===== config.mk =====
export PLATFORM = sky130hd
export DESIGN_NAME = var_timer
export DESIGN_NICKNAME = d
export VERILOG_FILES = /design/src/rtl/var_timer.sv
export SDC_FILE = /design/constraint.sdc
export NUM_CORES = 1
export LEC_CHECK = 0
export CORE_ASPECT_RATIO = 1.2
export CORE_MARGIN = 2
export CORE_UTILIZATION = 40
export DETAILED_ROUTE_END_ITERATION = 7
export SKIP_LAST_GASP = 1
export SLEW_MARGIN = 25
export SYNTH_ARGS = -nofsm -noshare
export SYNTH_HDL_FRONTEND = slang
export SYNTH_SLANG_ARGS = --single-unit

===== constraint.sdc =====
create_clock -name clk -period 4.14 [get_ports clk]
set_clock_uncertainty 0.15 [all_clocks]
set_input_delay 0.414 -clock clk [delete_from_list [all_inputs] [get_ports clk]]
set_output_delay 0.414 -clock clk [all_outputs]
set_load 0.02 [all_outputs]

===== src/rtl/var_timer.sv =====
// var_timer: programmable period timer emitting a one-cycle registered tick every period clk cycles.
module var_timer #(
    parameter int WIDTH = 8
) (
    input  logic             clk,
    input  logic             reset,
    input  logic             enable,
    input  logic [WIDTH-1:0] period,
    output logic             clkOut
);
    logic [WIDTH-1:0] i;
    logic             w_term;
    // period 0 means 2^WIDTH, so wrap only at all-ones; otherwise >= also catches shrunk periods
    always_comb w_term = (period == '0) ? (i == '1) : (i >= period - WIDTH'(1));
    always_ff @(posedge clk) begin
        if (reset) begin
            i      <= '0;
            clkOut <= 1'b0;
        end else if (!enable) begin
            clkOut <= 1'b0;
        end else begin
            i      <= w_term ? '0 : i + WIDTH'(1);
            clkOut <= w_term;
        end
    end
endmodule


==> run_results.csv, run 1 <==
group,metric,value,unit
run_status,outcome,"completed",
drt,via_count,594,
timing,drv_slew,0,
cts,htree_levels,1,
timing,finalCritPeriodShare,0.682,
timing,period_minus_slack,2.82,ns
setup_path,path_cells,"clkdlybuf4s50_1 > nor3_1 > nor3b_1 > xnor2_1 > ha_1 > a21oi_1 > nor2b_1 > o21ai_0 > a41oi_2 > nor2b_1",
setup_path,critPathArrivalTime,2.81,ns
finish,fin_nets,118,
cts,clk_pin_slew,0.05,ns
worst_hold_path,min_from,"i[1]$_SDFFE_PP0P_",
cts,clk_latency,0.26,ns
setup_path,worstPathRequired,4.12,ns
setup_path,cpMaxStageDelayCell,"clkdlybuf4s50_1",
drt,vias_per_cell,5.26,
timing,worst_pin_slew,0.439,ns
cts,cts_root_buffer,"clkbuf_4",
synth,netlist_area,704,sq um
synth,synth_fa_ha_area_frac,0.195,
cts,cts_resized,0,
finish,multi_input_area,500,sq um
die,pin_count,12,
setup_path,worst-path-buf-inv,1,
synth,yosysWarningCount,0,
finish,final_cell_mix,"ha_1 (11), clkdlybuf4s50_1 (11), nor3_1 (10)",
timing,setup_violations,0,
cts,clockBufferDepth,2,
global_routing,antenna_found_initial,0,
finish,fillers,166,
global_routing,grt_overflow_total,0,
pwr,ir_drop,206,uV
setup_path,cp-startpoint,"period[2]",
cts,post-cts-setup-buffers,0,
synth,synth-seq-cells,9,
timing,slew_headroom,0.707,
die,row_count,16,
pwr,pwr-share-comb,0.199,
die,die_h,50.0,um
global_routing,grt_pass1_wl,2290,um
placement,place_congestion,0.784,
cts,cts_buffers,3,
synth,yosysUniqueCellTypes,23,
drt,first_iter_violations,4,
flow_run,drv_cap,0,
setup_path,r2r-end,"clkOut$_SDFF_PP0_",
cts,hold_buffers,0,
placement,port_buffers,11,
pwr,power_frac_seq,0.466,
setup_path,cp_max_fo,9,
die,start_util,0.429,
pwr,intPower,0.146,mW
synth,syn_nets,104,
synth,synth_compound_area_frac,0.0693,
drt,firstDrtPassIters,4,
setup_path,end_kind,"flip-flop",
placement,hpwl,1060,um
finish,drive_gt1_frac,0.0632,
finish,fin_util,0.521,
timing,max_clock_freq,0.354,GHz
setup_path,max_stage_delay,0.51,ns
timing,rsz0062_at_grt,"false",
setup_path,timing.rr.start,"i[0]$_SDFFE_PP0P_",
worst_hold_path,hold_class,"reg -> reg",
pwr,powerDensity,230,mW/mm^2
pwr,switching_share,0.253,
drt,routedWlPerCell,11.2,um
setup_path,r2r_slack,2.20,ns
die,die_area,0.00211,sq mm
global_routing,grt_max_degree,10,
cts,cts_tree,"built",
synth,avgSynthCellArea,8.59,sq um
setup_path,startpoint_type,"primary input",
pwr,power.switching,0.0497,mW
die,core-area,0.00164,sq mm
global_routing,track_usage,0.142,
setup_path,worstSetupPathType,"in -> reg",
synth,synth_cells,82,
cts,cts_sinks,9,
timing,hold_violations,0,
timing,tns,0,ns
synth,synth_top_family_by_area,"simple AND/OR/NAND/NOR gates",
synth,synth.yosys.seq_area_share,0.256,
drt,drtAntennaViolNets,0,
global_routing,grt_pass1_vias,537,
setup_path,cp_top_family,"simple AND/OR/NAND/NOR gates",
setup_path,worst-r2r-cell-count,7,
setup_path,crit_end,"clkOut$_SDFF_PP0_",
die,die_w,42.3,um
synth,synthSimpleGateAreaFrac,0.270,
setup_path,crit_top_cell,"nor2b_1",
finish,area_growth,21.3,%
drt,drt_wl_total,1260,um
finish,num_antenna_cells,0,
finish,seqCellArea,180,sq um
pwr,leakagePower,0.325,nW
setup_path,cp_num_cells,10,
drt,drc,0,
synth,synth_mux_area_frac,0.0142,
pwr,pwr-share-clk,0.336,
synth,synth-xor-area-share,0.162,
==> cell usage after synthesis <==
cell type  count  share of area
nor3_1        10          0.071
dfxtp_1        9           0.26
buf_2          1         0.0071
nor3b_1        1          0.011
xor2_1         6          0.075
o31ai_1        1          0.011
nand2_1        6          0.032
a21oi_1        2          0.014
nand3_1        1         0.0071
xnor2_1        7          0.087
inv_1          4          0.021
buf_1          1         0.0053
nor2_1         8          0.043
ha_1          11           0.20
nor4_4         1          0.030
mux2i_1        1          0.014
nand3_2        1          0.014
a41oi_2        1          0.023
nor2b_1        2          0.018
and3_1         1         0.0089
o21ai_0        2          0.014
nand4_1        4          0.036
o21ai_1        1         0.0071
==> worst min-delay path by stage <==
stage,to,slack (ns),cells past startpoint
2_1_floorplan,i[1]$_SDFFE_PP0P_,0.38,2
3_3_place_gp,i[0]$_SDFFE_PP0P_,0.41,2
3_5_place_dp,i[7]$_SDFFE_PP0P_,0.42,2
4_1_cts,i[0]$_SDFFE_PP0P_,0.43,2
5_1_grt,i[0]$_SDFFE_PP0P_,0.45,2
6_report,i[1]$_SDFFE_PP0P_,0.42,2
==> through the flow <==
step	cells	cell area [sq um]	total power [mW]	setup WS (ns)	hold WS, ns
floorplan	82	704	0.116	1.83	0.379
global placement	109	828	0.132	1.13	0.406
detailed placement	109	828	0.133	1.05	0.423
CTS	113	855	0.199	1.31	0.433
global route	113	855	0.211	1.07	0.452
finish	113	855	0.196	1.32	0.425
==> final cells by class <==
| type | instances | area share |
|---|---|---|
| Sequential cell | 9 | 0.211 |
| Multi-Input combinational cell | 67 | 0.586 |
| Clock buffer | 4 | 0.0307 |
| Tap cell | 18 | 0.0264 |
| Inverter | 4 | 0.0176 |
| Timing Repair Buffer | 11 | 0.129 |
==> worst reg2reg max path, cell delays in order, from the launching register on <==
cell     delay (ns)
dfxtp_1        0.39
inv_1          0.06
ha_1           0.28
nor2_1         0.10
a21oi_1        0.08
o31ai_1        0.25
a41oi_2        0.29
nor2b_1        0.22
==> per-layer routing <==
layer / track usage / vias to the layer above / part of all wire
met3: 0.0549 / 2 / 0.031
met1: 0.182 / 269 / 0.48
met2: 0.215 / 9 / 0.47
li1: - / 314 / -
met5: 0 / - / 0
met4: 0.0469 / 0 / 0.011
==> sequential cells by signal, summed over array words and instances (netlist names) <==
name    cells
i           8
clkOut      1
==> cells by family after synthesis <==
| kind of cell | count (synthesis) |
|---|---|
| adders and majority gates | 11 |
| and+or+nand+nor | 35 |
| AOI/OAI and AO/OA | 7 |
| DFF | 9 |
| muxes | 1 |
| buffers and inverters | 6 |
| xor gates and xnor gates | 13 |
==> power by group through the flow <==
stage	sequential [mW]	combinational, mW	clock (mW)
finish	0.0913	0.0390	0.0658
global route	0.0915	0.0450	0.0748
CTS	0.0914	0.0397	0.0677
detailed placement	0.0933	0.0397	0
global placement	0.0933	0.0391	0
floorplan	0.0928	0.0228	0
No activity file was read; power rests on OpenSTA's default activity.
==> inputs of run 2 (changes only) <==
==> constraint.sdc (replaced) <==
create_clock -name clk -period 2.85 [get_ports clk]
set_clock_uncertainty 0.15 [all_clocks]
set_input_delay 0.285 -clock clk [delete_from_list [all_inputs] [get_ports clk]]
set_output_delay 0.285 -clock clk [all_outputs]
set_load 0.02 [all_outputs]
==> run 2 against run 1 <==
Against the previous run:
- combinational power increased by 54%
- hold slack got worse by 0.0064 ns
- register-to-register slack got worse by 1.3 ns
- total power increased by 47%
- global-route usage increased by 0.82 points
- critical path type unchanged
==> run_results.csv, run 2 (same netlist as run 1, synthesis figures left out) <==
group,metric,value,unit
timing,tns,0,ns
cts,cts_resized,0,
global_routing,grt_pass1_wl,2330,um
finish,num_antenna_cells,0,
setup_path,startpoint_type,"primary input",
die,core-area,0.00164,sq mm
setup_path,max_stage_delay,0.47,ns
cts,clk_latency,0.26,ns
timing,period_minus_slack,2.59,ns
placement,port_buffers,11,
cts,clk_pin_slew,0.06,ns
global_routing,grt_pass1_vias,556,
finish,reg_top3,"i (8), clkOut (1)",
finish,drive_gt1_frac,0.0918,
setup_path,path_cells,"clkdlybuf4s50_1 > nor3_1 > nor3b_1 > xnor2_1 > ha_1 > a21oi_1 > nor2b_1 > o21ai_0 > a41oi_2 > nor3_1",
global_routing,track_usage,0.150,
setup_path,critPathArrivalTime,2.61,ns
drt,drt_wl_total,1340,um
global_routing,antenna_found_initial,0,
cts,htree_levels,1,
global_routing,grt_overflow_total,0,
drt,first_iter_violations,12,
die,row_count,16,
pwr,intPower,0.215,mW
cts,hold_buffers,0,
flow_run,drv_cap,0,
timing,worst_pin_slew,0.431,ns
finish,fillers,173,
die,die_h,50.0,um
drt,drtAntennaViolNets,0,
setup_path,end_kind,"flip-flop",
worst_hold_path,hold_class,"reg -> reg",
finish,regMostFlops,"i",
drt,via_count,594,
finish,largest_register_ffs,8,
timing,drv_slew,0,
cts,cts_sinks,9,
pwr,power.switching,0.0737,mW
pwr,leakagePower,0.340,nW
finish,fin_nets,121,
setup_path,worstSetupPathType,"in -> reg",
drt,vias_per_cell,5.12,
pwr,pwr-share-clk,0.333,
timing,hold_violations,0,
setup_path,cp_max_fo,9,
die,die_w,42.3,um
die,pin_count,12,
global_routing,grt_max_degree,10,
timing,rsz0062_at_grt,"false",
pwr,power_frac_seq,0.459,
timing,setup_violations,0,
cts,cts_root_buffer,"clkbuf_4",
pwr,pwr-share-comb,0.208,
timing,finalCritPeriodShare,0.909,
die,die_area,0.00211,sq mm
pwr,powerDensity,330,mW/mm^2
run_status,outcome,"completed",
placement,hpwl,1110,um
pwr,ir_drop,260,uV
cts,cts_tree,"built",
finish,final_cell_mix,"ha_1 (11), clkdlybuf4s50_1 (11), nor3_1 (10)",
timing,slew_headroom,0.712,
setup_path,worstPathRequired,2.87,ns
finish,area_growth,24.5,%
finish,fin_util,0.534,
setup_path,cpMaxStageDelayCell,"clkdlybuf4s50_1",
timing,max_clock_freq,0.386,GHz
placement,place_congestion,0.764,
pwr,switching_share,0.255,
cts,cts_buffers,3,
drt,routedWlPerCell,11.5,um
drt,drc,0,
cts,clockBufferDepth,2,
die,start_util,0.429,
drt,firstDrtPassIters,4,
setup_path,crit_top_cell,"nor3_1",
cts,post-cts-setup-buffers,0,
run 2: power groups by stage:
stage	sequential [mW]	combinational, mW	clock [mW]
5_1_grt	0.133	0.0689	0.112
2_1_floorplan	0.135	0.0330	0
6_report	0.133	0.0602	0.0961
3_5_place_dp	0.136	0.0609	0
3_3_place_gp	0.136	0.0598	0
4_1_cts	0.133	0.0612	0.101
run 2: layout make-up:
cell class / count / area (sq um) / share of cell area
inverters: 4 / 15.0 / 0.0171
repair buffers: 14 / 133 / 0.151
flip-flops and latches: 9 / 180 / 0.205
multi-input cells: 67 / 500 / 0.571
well taps: 18 / 22.5 / 0.0257
clock buffers: 4 / 26.3 / 0.0300
run 2: path summary, 6_finish.rpt:
kind	endpoint	depth (start not counted)	slack, ns	start
max	i[4]$_SDFFE_PP0P_	10	0.26	period[2]
min	i[1]$_SDFFE_PP0P_	2	0.42	i[1]$_SDFFE_PP0P_
max reg2reg	i[4]$_SDFFE_PP0P_	7	0.87	i[0]$_SDFFE_PP0P_
min reg2reg	i[1]$_SDFFE_PP0P_	2	0.42	i[1]$_SDFFE_PP0P_
run 2: layer usage:
metal / GRT usage / routed length (um) / vias to the layer above
li1: - / - / 317
met1: 0.176 / 626 / 268
met2: 0.236 / 662 / 7
met3: 0.0659 / 34 / 2
met4: 0.0625 / 14 / 0
met5: 0 / 0 / -
run 2: critical path: cells and delay by family:
family | cells | cell delay [ns]
fa+ha+maj | 1 | 0.26
simple gates | 4 | 0.85
buf+inv | 1 | 0.47
compound gates | 3 | 0.60
xor+xnor | 1 | 0.15
run 2: stage by stage:
stage / worst slack, ns / std cells / power, mW / cell area (sq um) / hold WS [ns]
6_report: 0.261 / 116 / 0.289 / 877 / 0.419
5_1_grt: 0.0235 / 116 / 0.314 / 877 / 0.454
4_1_cts: 0.238 / 116 / 0.295 / 877 / 0.426
3_5_place_dp: -0.0106 / 112 / 0.196 / 851 / 0.407
3_3_place_gp: 0.0310 / 112 / 0.195 / 851 / 0.412
2_1_floorplan: 0.664 / 82 / 0.168 / 704 / 0.379
==> inputs of run 3 (changes only) <==
==> constraint.sdc (replaced) <==
create_clock -name clk -period 2.9 [get_ports clk]
set_clock_uncertainty 0.15 [all_clocks]
set_input_delay 0.29 -clock clk [delete_from_list [all_inputs] [get_ports clk]]
set_output_delay 0.29 -clock clk [all_outputs]
set_load 0.02 [all_outputs]
==> run 3 against run 2 <==
Against the previous run:
- via count did not move
- register-to-register slack barely moved
- hold slack better by 0.00074 ns
- utilization shrank 0.91 points
- sequential power about the same
- global-route usage shrank 0.77 points
- count of clock-buffer cells in the layout unchanged
- flip-flop and latch count unchanged
- combinational power shrank 5.0%
- routed wire length up 0.15%
- clock power fell by 0.4%
- worst setup slack got worse by 0.072 ns
- largest cell class unchanged
==> run_results.csv, run 3 (same netlist as run 1, synthesis figures left out) <==
group,metric,value,unit
pwr,leakagePower,0.330,nW
timing,hold_slack,0.419,ns
timing,period_minus_slack,2.71,ns
setup_path,timing.rr.start,"i[0]$_SDFFE_PP0P_",
drt,routedWlPerCell,11.8,um
cts,cts_tree,"built",
setup_path,path_cells,"clkdlybuf4s50_1 > nor3_1 > nor3b_1 > xnor2_1 > ha_1 > a21oi_1 > nor2b_1 > o21ai_0 > a41oi_2 > nor3_1",
die,die_h,50.0,um
finish,area_growth,22.4,%
finish,num_antenna_cells,0,
finish,final_cell_mix,"ha_1 (11), clkdlybuf4s50_1 (11), nor3_1 (10)",
cts,post-cts-setup-buffers,0,
drt,drt_wl_total,1340,um
drt,firstDrtPassIters,4,
global_routing,track_usage,0.142,
global_routing,grt_max_degree,10,
drt,drtAntennaViolNets,0,
setup_path,crit_top_cell,"nor3_1",
timing,finalCritPeriodShare,0.935,
worst_hold_path,hold_path_end,"i[1]$_SDFFE_PP0P_",
drt,first_iter_violations,11,
placement,hpwl,1110,um
setup_path,max_stage_delay,0.52,ns
timing,drv_slew,0,
worst_hold_path,hold_class,"reg -> reg",
setup_path,end_kind,"flip-flop",
placement,place_congestion,0.773,
cts,clk_pin_slew,0.06,ns
die,die_w,42.3,um
drt,drc,0,
finish,regMostFlops,"i",
timing,max_clock_freq,0.369,GHz
die,pin_count,12,
setup_path,worstPathRequired,2.92,ns
finish,largest_register_ffs,8,
drt,vias_per_cell,5.21,
setup_path,worst-r2r-cell-count,7,
pwr,powerDensity,329,mW/mm^2
setup_path,worstSetupPathType,"in -> reg",
die,die_area,0.00211,sq mm
finish,fin_nets,119,
timing,worst_pin_slew,0.413,ns
setup_path,cp_top_family,"simple AND/OR/NAND/NOR gates",
finish,reg_top3,"i (8), clkOut (1)",
cts,htree_levels,1,
setup_path,r2r_slack,0.87,ns
setup_path,critPathArrivalTime,2.73,ns
cts,cts_resized,0,
timing,hold_violations,0,
die,row_count,16,
cts,cts_root_buffer,"clkbuf_4",
global_routing,antenna_found_initial,0,
run_status,outcome,"completed",
global_routing,grt_pass1_wl,2240,um
worst_hold_path,worstHoldPathCells,2,
global_routing,grt_overflow_total,0,
timing,slew_headroom,0.725,
global_routing,grt_pass1_vias,537,
cts,clk_latency,0.26,ns
cts,hold_buffers,0,
timing,rsz0062_at_grt,"false",
die,start_util,0.429,
setup_path,cp_max_fo,9,
flow_run,drv_cap,0,
placement,port_buffers,11,
setup_path,r2r-end,"i[0]$_SDFFE_PP0P_",
die,core-area,0.00164,sq mm
pwr,ir_drop,305,uV
setup_path,cpMaxStageDelayCell,"clkdlybuf4s50_1",
timing,setup_violations,0,
cts,clockBufferDepth,2,
pwr,power.total,0.284,mW
cts,cts_sinks,9,
worst_hold_path,min_from,"i[1]$_SDFFE_PP0P_",
setup_path,startpoint_type,"primary input",
drt,via_count,594,
finish,drive_gt1_frac,0.0729,
cts,cts_buffers,3,
setup_path,worst-path-buf-inv,1,
## run 3: metal layers
layer  track usage  vias to the layer above  share of wire
li1              -                      313              -
met1         0.164                      269           0.46
met2         0.231                        8           0.49
met3        0.0549                        4          0.033
met4        0.0625                        0          0.018
met5             0                        -              0
## run 3: worst max-delay path by stage
| stage | slack (ns) | depth (start not counted) | endpoint | start |
|---|---|---|---|---|
| finish | 0.19 | 10 | i[0]$_SDFFE_PP0P_ | period[2] |
| global route | 0.08 | 10 | i[0]$_SDFFE_PP0P_ | period[2] |
| CTS | 0.14 | 10 | i[0]$_SDFFE_PP0P_ | period[2] |
| detailed placement | -0.07 | 10 | i[4]$_SDFFE_PP0P_ | period[2] |
| global placement | -0.01 | 10 | i[1]$_SDFFE_PP0P_ | period[2] |
| floorplan | 0.71 | 9 | clkOut$_SDFF_PP0_ | period[2] |
## run 3: worst register-to-register path: cells and delay by family (launching register included)
kind            cells  cell delay (ns)
compound gates      3             0.67
flops               1             0.40
simple gates        2             0.37
fa+ha+maj           1             0.28
buf+inv             1             0.07
## run 3: area by class of cell
type	count	area, sq um
fill	166	779
sequential	9	180
clock buffer	4	26.3
timing repair buffer	12	118
inverter	4	15.0
tap	18	22.5
multi-input combinational	67	500
## run 3: stage by stage
stage,util,std cells,TNS [ns],worst slack (ns),instance area (sq um)
2_1_floorplan,-,82,0,0.709,704
3_3_place_gp,0.509,110,-0.0123,-0.0109,836
3_5_place_dp,0.509,110,-0.435,-0.0662,836
4_1_cts,0.525,114,0,0.144,862
5_1_grt,0.525,114,0,0.0780,862
6_report,0.525,114,0,0.189,862
## run 3: power by group
group,switching (mW),internal [mW]
combinational,0.0268,0.0304
clock,0.0428,0.0530
sequential,0.00382,0.127
total,0.0734,0.210
